==> src/rtl/cci_mpf_c0_rd_arbiter.sv <==
// Round-robin sharing of the MPF c0 read-request channel among N_REQ requesters, with
// per-requester credit limits, tag-based response steering and a drain handshake.
// Define CCI_MPF_RD_ARB_STATS_EN to build the per-requester grant counters.
module cci_mpf_c0_rd_arbiter #(
    parameter  int N_REQ   = 4,
    parameter  int REQ_W   = 128,
    parameter  int MAX_OUT = 64,
    localparam int TAG_W   = $clog2(N_REQ)
) (
    input  logic                   clk,
    input  logic                   reset_n,
    input  logic [N_REQ-1:0]       req_valid,
    input  logic [N_REQ*REQ_W-1:0] req_data,
    output logic [N_REQ-1:0]       req_ready,
    input  logic                   c0_alm_full,
    output logic                   tx_valid,
    output logic [REQ_W-1:0]       tx_data,
    output logic [TAG_W-1:0]       tx_tag,
    input  logic                   rsp_valid,
    input  logic [TAG_W-1:0]       rsp_tag,
    output logic [N_REQ-1:0]       rsp_route,
    input  logic                   drain_req,
    output logic                   drain_done,
    output logic                   tag_err,
    output logic [N_REQ*32-1:0]    stat_grants
);

    localparam int               CNT_W   = $clog2(MAX_OUT + 1);
    localparam logic [CNT_W-1:0] CNT_MAX = CNT_W'(MAX_OUT);

    typedef enum logic [1:0] {
        RUN      = 2'd0,
        DRAINING = 2'd1,
        DRAINED  = 2'd2
    } state_t;

    state_t           state;
    state_t           state_nxt;
    logic [TAG_W-1:0] ptr;
    logic [CNT_W-1:0] out_cnt [N_REQ];
    logic [N_REQ-1:0] eligible;
    logic [N_REQ-1:0] rsp_dec;
    logic             cnt_zero;
    logic             grant_vld;
    logic [TAG_W-1:0] grant_idx;
    logic [REQ_W-1:0] grant_data;
    logic             tag_err_set;

    always_comb begin
        rsp_route = '0;
        for (int i = 0; i < N_REQ; i++) begin
            rsp_route[i] = rsp_valid && (rsp_tag == TAG_W'(i));
        end
    end

    // NOTE: every output of a combinational block gets a default first so no path can
    // leave it unassigned and infer a latch.
    always_comb begin
        eligible = '0;
        rsp_dec  = '0;
        cnt_zero = 1'b1;
        for (int i = 0; i < N_REQ; i++) begin
            eligible[i] = req_valid[i] && (out_cnt[i] < CNT_MAX);
            rsp_dec[i]  = rsp_route[i] && (out_cnt[i] != '0);
            if (out_cnt[i] != '0) begin
                cnt_zero = 1'b0;
            end
        end
    end

    // A response that decrements nothing is either out of range or unmatched.
    assign tag_err_set = rsp_valid && (rsp_dec == '0);

    // First eligible requester at or after the pointer, wrapping at N_REQ.
    always_comb begin : arb
        int idx;
        idx        = 0;
        grant_vld  = 1'b0;
        grant_idx  = '0;
        req_ready  = '0;
        if ((state == RUN) && !c0_alm_full) begin
            for (int k = 0; k < N_REQ; k++) begin
                idx = int'(ptr) + k;
                if (idx >= N_REQ) begin
                    idx = idx - N_REQ;
                end
                if (!grant_vld && eligible[idx]) begin
                    grant_vld = 1'b1;
                    grant_idx = TAG_W'(idx);
                end
            end
        end
        if (grant_vld) begin
            req_ready[grant_idx] = 1'b1;
        end
    end

    always_comb begin
        grant_data = '0;
        for (int i = 0; i < N_REQ; i++) begin
            if (req_ready[i]) begin
                grant_data = req_data[i*REQ_W +: REQ_W];
            end
        end
    end

    always_comb begin
        state_nxt = state;
        unique case (state)
            RUN: begin
                if (drain_req) begin
                    state_nxt = DRAINING;
                end
            end
            DRAINING: begin
                if (!drain_req) begin
                    state_nxt = RUN;
                end else if (cnt_zero && !tx_valid) begin
                    state_nxt = DRAINED;
                end
            end
            DRAINED: begin
                if (!drain_req) begin
                    state_nxt = RUN;
                end
            end
            default: state_nxt = RUN;
        endcase
    end

    assign drain_done = (state == DRAINED);

    // NOTE: sequential state uses non-blocking assignments so every flop samples the
    // pre-edge values regardless of statement order.
    always_ff @(posedge clk or negedge reset_n) begin
        if (!reset_n) begin
            state <= RUN;
        end else begin
            state <= state_nxt;
        end
    end

    always_ff @(posedge clk or negedge reset_n) begin
        if (!reset_n) begin
            tx_valid <= 1'b0;
            tx_data  <= '0;
            tx_tag   <= '0;
            ptr      <= '0;
            tag_err  <= 1'b0;
        end else begin
            tx_valid <= grant_vld;
            if (grant_vld) begin
                tx_data <= grant_data;
                tx_tag  <= grant_idx;
                ptr     <= (grant_idx == TAG_W'(N_REQ - 1)) ? '0 : grant_idx + 1'b1;
            end
            if (tag_err_set) begin
                tag_err <= 1'b1;
            end
        end
    end

    // NOTE: the counter array is reset explicitly: credit accounting must restart from
    // zero, so this storage cannot be left to power-up contents like a data RAM.
    always_ff @(posedge clk or negedge reset_n) begin
        if (!reset_n) begin
            for (int i = 0; i < N_REQ; i++) begin
                out_cnt[i] <= '0;
            end
        end else begin
            for (int i = 0; i < N_REQ; i++) begin
                if (req_ready[i] && !rsp_dec[i]) begin
                    out_cnt[i] <= out_cnt[i] + 1'b1;
                end else if (!req_ready[i] && rsp_dec[i]) begin
                    out_cnt[i] <= out_cnt[i] - 1'b1;
                end
            end
        end
    end

`ifdef CCI_MPF_RD_ARB_STATS_EN
    logic [31:0] stat_q [N_REQ];

    always_ff @(posedge clk or negedge reset_n) begin
        if (!reset_n) begin
            for (int i = 0; i < N_REQ; i++) begin
                stat_q[i] <= '0;
            end
        end else begin
            for (int i = 0; i < N_REQ; i++) begin
                if (req_ready[i]) begin
                    stat_q[i] <= stat_q[i] + 32'd1;
                end
            end
        end
    end

    always_comb begin
        stat_grants = '0;
        for (int i = 0; i < N_REQ; i++) begin
            stat_grants[i*32 +: 32] = stat_q[i];
        end
    end
`else
    assign stat_grants = '0;
`endif

endmodule
==> config.mk <==
export PLATFORM = sky130hd
export DESIGN_NAME = cci_mpf_c0_rd_arbiter
export DESIGN_NICKNAME = d
export VERILOG_FILES = /design/src/rtl/cci_mpf_c0_rd_arbiter.sv
export SDC_FILE = /design/constraint.sdc
export NUM_CORES = 1
export LEC_CHECK = 0
export ABC_AREA = 0
export BUFFER_PORTS_ARGS = -buffer_cell sky130_fd_sc_hd__buf_4
export CAP_MARGIN = 20
export CORE_AREA = 2 2 306 308
export CTS_CLUSTER_DIAMETER = 80
export DETAILED_ROUTE_END_ITERATION = 16
export DIE_AREA = 0 0 308 310
export PLACE_DENSITY = 0.41
export SYNTH_ARGS = -nofsm -noshare
export SYNTH_HDL_FRONTEND = slang
export SYNTH_SLANG_ARGS = --single-unit
export TNS_END_PERCENT = 10
==> constraint.sdc <==
create_clock -name clk -period 7.25 [get_ports clk]
set_clock_uncertainty 0.2 [all_clocks]
set_input_delay 0.3625 -clock clk [delete_from_list [all_inputs] [get_ports clk]]
set_output_delay 0.3625 -clock clk [all_outputs]
set_load 0.005 [all_outputs]
# Word level (Yosys, flattened, before mapping)
# Cells that the tools add are included.
[totals]
wordCells = 159
input_bits = 523
out_inout_bits = 269
register_bits = 164
[op_classes]
reduce_logical = 52
addsub = 16
mux = 58
magnitude_cmp = 14
n_eq_ne = 9
[ops]
columns = ["operator", "n"]
rows = [
  ["128-bit 2-to-1 mux", 4],
  ["32-bit 2-to-1 mux", 8],
  ["32-bit by 4-bit less-than comparator with 1-bit output, second input constant", 4],
  ["7-bit 2-to-1 mux", 8],
  ["7-bit by 1-bit adder with 7-bit output, second input constant", 4],
  ["7-bit less-than comparator, second input constant", 4],
  ["7-bit nonzero test", 4],
  ["7-bit by 1-bit subtractor with 7-bit output, second input constant", 4],
  ["1-bit logical AND", 27],
  ["1-bit 2-to-1 mux", 21],
  ["2-bit 2-to-1 mux", 10],
  ["1-bit logical NOT", 13],
  ["3-bit by 3-bit subtractor with 4-bit output, second input constant", 3],
  ["3-bit >= comparator, second input constant", 3],
  ["1-bit binary-select mux with 2-bit select", 4],
  ["2-bit equality test, second input constant", 4],
  ["2-bit nonzero test", 4],
  ["2-bit by 2-bit adder with 3-bit output, second input constant", 2],
  ["2-bit case mux with 3 select lines", 1],
  ["2-bit by 1-bit equality test with 1-bit output, second input constant", 2],
  ["2-bit logical NOT", 2],
  ["4-bit logical NOT", 1],
  ["4-bit 2-to-1 mux", 1],
  ["2-bit != test, second input constant", 2],
  ["9 further kinds", 9],
]

# Logic depth before layout (Yosys ltp)
[depth]
ltp_word = 29
ltp_mapped = 17
ltp_nobuf = 15

# Worst setup path after synthesis
# OpenSTA, ideal clock, no wires.
[synth_timing]
kind = "register to register"
from = "reg out_cnt[27] (netlist bit)"
to = "reg out_cnt[13] (netlist bit)"
setup_ns = 0.080
arrival_ns = 3.808
path_buffers = 2
slack_ns = 3.162
stages_incl_launch_ff = 17
required_time_ns = 6.970
path_cell_list = "dfrtp_1 -> nor3b_1 -> a22oi_1 -> o221a_2 -> nor2_1 -> ha_1 -> clkbuf_1 -> inv_1 -> clkbuf_1 -> nor2_1 -> ha_1 -> inv_1 -> fa_1 -> a211oi_1 -> nor4_1 -> nor4_1 -> xnor2_1"
[synth_via]
elab_chain_len = 27
[synth_rtl]
columns = ["element", "line", "text"]
rows = [
  ["start, declared", "40", "logic [CNT_W-1:0] out_cnt [N_REQ];"],
  ["start signal, assigned by index", "173", "out_cnt[i] <= out_cnt[i] + 1'b1;"],
  ["start signal, assigned by index", "175", "out_cnt[i] <= out_cnt[i] - 1'b1;"],
  ["7-bit less-than comparator (*)", "63", "eligible[i] = req_valid[i] && (out_cnt[i] < CNT_MAX);"],
  ["1-bit logical AND (*)", "63", ""],
  ["1-bit binary-select mux with 2-bit select", "87", "if (!grant_vld && eligible[idx]) begin"],
  ["1-bit 2-to-1 mux (implied by the code) (2 in series)", "87", ""],
  ["1-bit 2-to-1 mux", "87", ""],
  ["1-bit 2-to-1 mux", "81", "if ((state == RUN) && !c0_alm_full) begin"],
  ["1-bit logical NOT", "87", ""],
  ["1-bit logical AND", "87", ""],
  ["[10 not listed]", "n/a", ""],
  ["net grant_idx[1]", "45", "logic [TAG_W-1:0] grant_idx;"],
  ["[1 not listed]", "n/a", ""],
  ["1-bit logical AND (implied by the code)", "94", "req_ready[grant_idx] = 1'b1;"],
  ["1-bit 2-to-1 mux (implied by the code)", "94", ""],
  ["1-bit demux with 2-bit select (*)", "94", ""],
  ["4-bit 2-to-1 mux (*)", "93", "if (grant_vld) begin"],
  ["net req_ready[2]", "14", "output logic [N_REQ-1:0] req_ready,"],
  ["1-bit logical NOT", "174", "end else if (!req_ready[i] && rsp_dec[i]) begin"],
  ["1-bit logical AND", "174", ""],
  ["2-bit nonzero test (no source line)", "n/a", ""],
]
# Mark *: on every way through the listed nets, which the timed path passes. The rest lies on a longest branch. The select of a mux whose other input is x is not followed.
# A chain may end at the register's enable or synchronous reset.

# Worst setup path in the final report
[layout_timing]
from = "reg out_cnt[20] (netlist bit)"
to = "reg tx_data[40]"
[layout_via]
elab_chain_len = 28
[layout_rtl]
columns = ["element", "line", "text"]
rows = [
  ["7-bit less-than comparator (*)", "63", ""],
  ["1-bit logical AND (*)", "63", ""],
  ["1-bit binary-select mux with 2-bit select", "87", ""],
  ["1-bit 2-to-1 mux (implied by the code) (2 in series)", "87", ""],
  ["1-bit 2-to-1 mux", "87", ""],
  ["1-bit 2-to-1 mux", "81", ""],
  ["1-bit logical NOT", "87", ""],
  ["1-bit logical AND", "87", ""],
  ["[10 not listed]", "n/a", ""],
  ["net grant_idx[1]", "45", ""],
  ["2-bit by 3-bit less-than comparator with 1-bit output (implied by the code) / 2-bit by 1-bit >= comparator with 1-bit output (equally long branches)", "94", ""],
  ["1-bit logical AND (implied by the code)", "94", ""],
  ["1-bit 2-to-1 mux (implied by the code)", "94", ""],
  ["1-bit demux with 2-bit select (*)", "94", ""],
  ["4-bit 2-to-1 mux (*)", "93", ""],
  ["128-bit 2-to-1 mux (3 in series)", "101", "if (req_ready[i]) begin"],
  ["128-bit 2-to-1 mux (*)", "101", ""],
  ["end signal, assigned", "153", "tx_data <= grant_data;"],
  ["end, declared", "17", "output logic [REQ_W-1:0] tx_data,"],
]
# Marked as above.

==> summary.txt <==
Status
  • Status: finished clean

Worst setup path
  • Setup crit end: tx_data[40]
  • Critical setup path kind: flop to flop
  • Worst path max stage delay: 0.89 ns
  • Critical Path Start: out_cnt[20]
  • Critical Path RT: 7.47 ns
  • Worst-path fanout max: 97
  • R2R setup slack: 1.35 ns
  • CP max-delay cell: ha_2
  • R2r endpoint: tx_data[40]
  • Most used cell, CP: dlygate4sd3_1
  • CP arrival: 6.13 ns
  • CP endpoint kind: flop
  • Worst r2r src: out_cnt[20]
  • Startpoint types: flop
  • Crit-path cells: nor2b_1, a21oi_1, o221a_2, nor2_1, ha_2, inv_1, buf_4, o21ai_4, buf_12, a221oi_2, dlygate4sd3_1, o21ai_1, dlygate4sd3_1
  • Reg2Reg Depth: 13

Timing
  • Fin. Hold Viols: 0
  • Endpoints failing setup: 0
  • Final Critical Period: 5.90 ns
  • Post-route clock period utilization: 81.4%
  • Maximum clock frequency: 169 MHz
  • Setup TNS: 0 ns
  • Slew Viols, Final: 0
  • Worst-margin pin slew: 0.977 ns
  • Slew HR: 34.9%
  • RSZ-0062 raised after global routing: false

Synthesis
  • Most frequent cell after synthesis: dfrtp_1
  • Asr flop ratio synth: 100%
  • FF+latch count, synth: 164
  • Synth area leader: dfrtp_1
  • Yosys warnings: 0
  • Top FF cell, synth: dfrtp_1
  • Synthesized area: 11500 µm²
  • Post-synth top area share: 35.7%
  • Post-synth EDFFs: 0
  • Cell variety after synth: 54
  • Synth top area cells: dfrtp_1 (36%), a221oi_2 (14%), buf_4 (8.8%)
  • Seq/Total Area, Yosys: 35.7%
  • Synth Instances: 1185
  • Post-synth top cells: dfrtp_1 (164), nand2_1 (145), buf_4 (135)
  • Mean post-synth cell area: 9.70 µm²

Place
  • Dpl hpwl: around 52000 µm
  • Placed instance count: 2956
  • Port Buffers: 663
  • Placer Congestion: 0.854

Floorplan
  • Die width: 308 µm
  • Core area: 92500 µm²
  • Die Y: about 310 µm
  • Die Area: 95500 µm²
  • I/O pin count: 792
  • Row count: 112
  • Initial Util: 12.4%

Global route
  • All-layer global routing usage: 13.8%
  • First-pass GRT wire length: 95700 µm
  • Vias in the first global route: between 10000 and 15000
  • GRT busiest layer: met2
  • M1 GR Usage: 17.2%
  • Met2 Resource Use GR: a little under a quarter
  • M3 GR Usage: roughly 3.3%
  • Largest net degree at the start of global routing: 98
  • GRT Residual Overflow: 0
  • Initial antenna violation count: 7

Power
  • Cell Int Power: 0.00338 W
  • Clock network power share: 17.5%
  • Reg power frac: 28.1%
  • Psw: 0.00220 W
  • Worst VDD drop: 0.189 mV
  • Sw frac: 39.4%
  • Leakage: 9.28 nW
  • Cell Pwr Density: about 260 nW/µm²
  • Gate power share: 54.4%

Cells and area
  • Fillers: 10145
  • Finished Layout Cells: around 3300
  • Layout area overhead: 84.2%
  • FF/Latch Area: a little over 4000 µm²
  • Final net count: 2679
  • Fraction of layout cells with a size suffix above 1: between 30% and 40%
  • Area of the multi-input gates: 6360 µm²

Clock network
  • Post-CTS Resized: 0
  • Maximum root-to-sink buffer count: 2
  • TritonCTS Buffers: 17
  • Clock-pin transition on the worst setup and hold timing paths: 0.08 ns
  • H-tree depth: 4
  • CTS root buffer: clkbuf_16
  • CTS sink cnt: 164
  • Clock Latency Late Sink: 0.50 ns
  • Post-CTS Setup Inserts: 0
  • CTS tree: built
  • Post-CTS Hold Fix Bufs: between 300 and 400

Flow run
  • Max cap viols: 0

Drt
  • DRC violations left: 0
  • Routed Wire Length: 68800 µm
  • Wire per inst: 20.6 µm
  • Antenna viol nets, final: 0
  • Initial drt markers: 887
  • Vias/cell: 4.07
  • Routed via count: between 10000 and 15000
  • DR pass1 iterations: 5

Hold path
  • Worst hold path class: primary input to flop
[cells in the final DEF, fill, tap and decap left out, drive strengths merged, types with 4 or more instances in the layout]
cell type    count
buf            677
dlygate4sd3    343
o21ai          178
dfrtp          164
nand2          145
conb           128
a221oi         128
o221ai         105
a21oi           42
ha              31
and3            26
inv             23
clkbuf          18
nor4            16
xnor2           14
nor2            10
xor2             9
nor2b            7
diode            6
nand2b           5
o21a             5
clkinv           5
fa               4
o41ai            4
nor3             4
[power by group through the flow]
stage	sequential, W	clock (W)	combinational [W]
finish	0.00157	0.000977	0.00304
global route	0.00161	0.00106	0.00333
CTS	0.00156	0.00103	0.00307
detailed placement	0.00157	0	0.00248
global placement	0.00157	0	0.00246
floorplan	0.00151	0	0.00124
[cell families after synthesis]
group	synth area share [%]
buffers and inverters	13.6
other	0.0326
DFF	35.7
adders and majority gates	4.07
muxes	0.294
xor gates and xnor gates	1.75
and+or+nand+nor	9.24
AOI/OAI and AO/OA	35.3
[metrics by stage]
step,setup WS (ns),power (W),hold WS [ns],instance area (µm²),util [%]
global route,1.01,0.00601,0.0227,21200,22.9
floorplan,3.16,0.00275,-0.133,12000,-
detailed placement,2.16,0.00406,0.216,17200,18.5
global placement,2.22,0.00403,0.211,17200,18.5
CTS,1.37,0.00567,0.000658,21200,22.9
finish,1.35,0.00558,0.0457,21200,22.9
[state kept, by name (all words and copies together) (netlist names)]
register and flops:
tx_data 128, ptr 2, tx_valid 1, tag_err 1, state 2, tx_tag 2, out_cnt 28
[routing by layer]
metal  wire length [µm]  share of wire (%)
met5                 23              0.033
met4               1590                2.3
met3               4600                6.7
met2              33700                 49
met1              28800                 42
[critical path: cells and delay by family (launching register included)]
| family | cells | cell delay, ns |
|---|---|---|
| flops | 1 | 0.42 |
| fa+ha+maj | 1 | 0.89 |
| buf+inv | 5 | 2.15 |
| simple gates | 2 | 0.69 |
| compound gates | 5 | 1.19 |
[worst min-delay path by stage]
stage	startpoint	slack, ns	end	depth (start not counted)
final	req_data[372]	0.05	tx_data[116]	3
after global routing	req_data[100]	0.02	tx_data[100]	3
after CTS	req_data[469]	0.0007	tx_data[85]	4
after detailed placement	reset_n	0.22	tx_valid	1
after global placement	reset_n	0.21	tag_err	1
after floorplan	reset_n	-0.13	out_cnt[0]	0
[area by class of cell]
class                   count  share of cell area, %
inverters                  18                  0.343
clock inverters            14                  0.727
clock buffers              17                   2.01
well taps                1197                   7.07
multi-input cells         899                   30.0
repair buffers           1021                   40.4
flip-flops and latches    164                   19.4
diodes                      6                 0.0709
No activity file was read; power rests on OpenSTA's default activity.
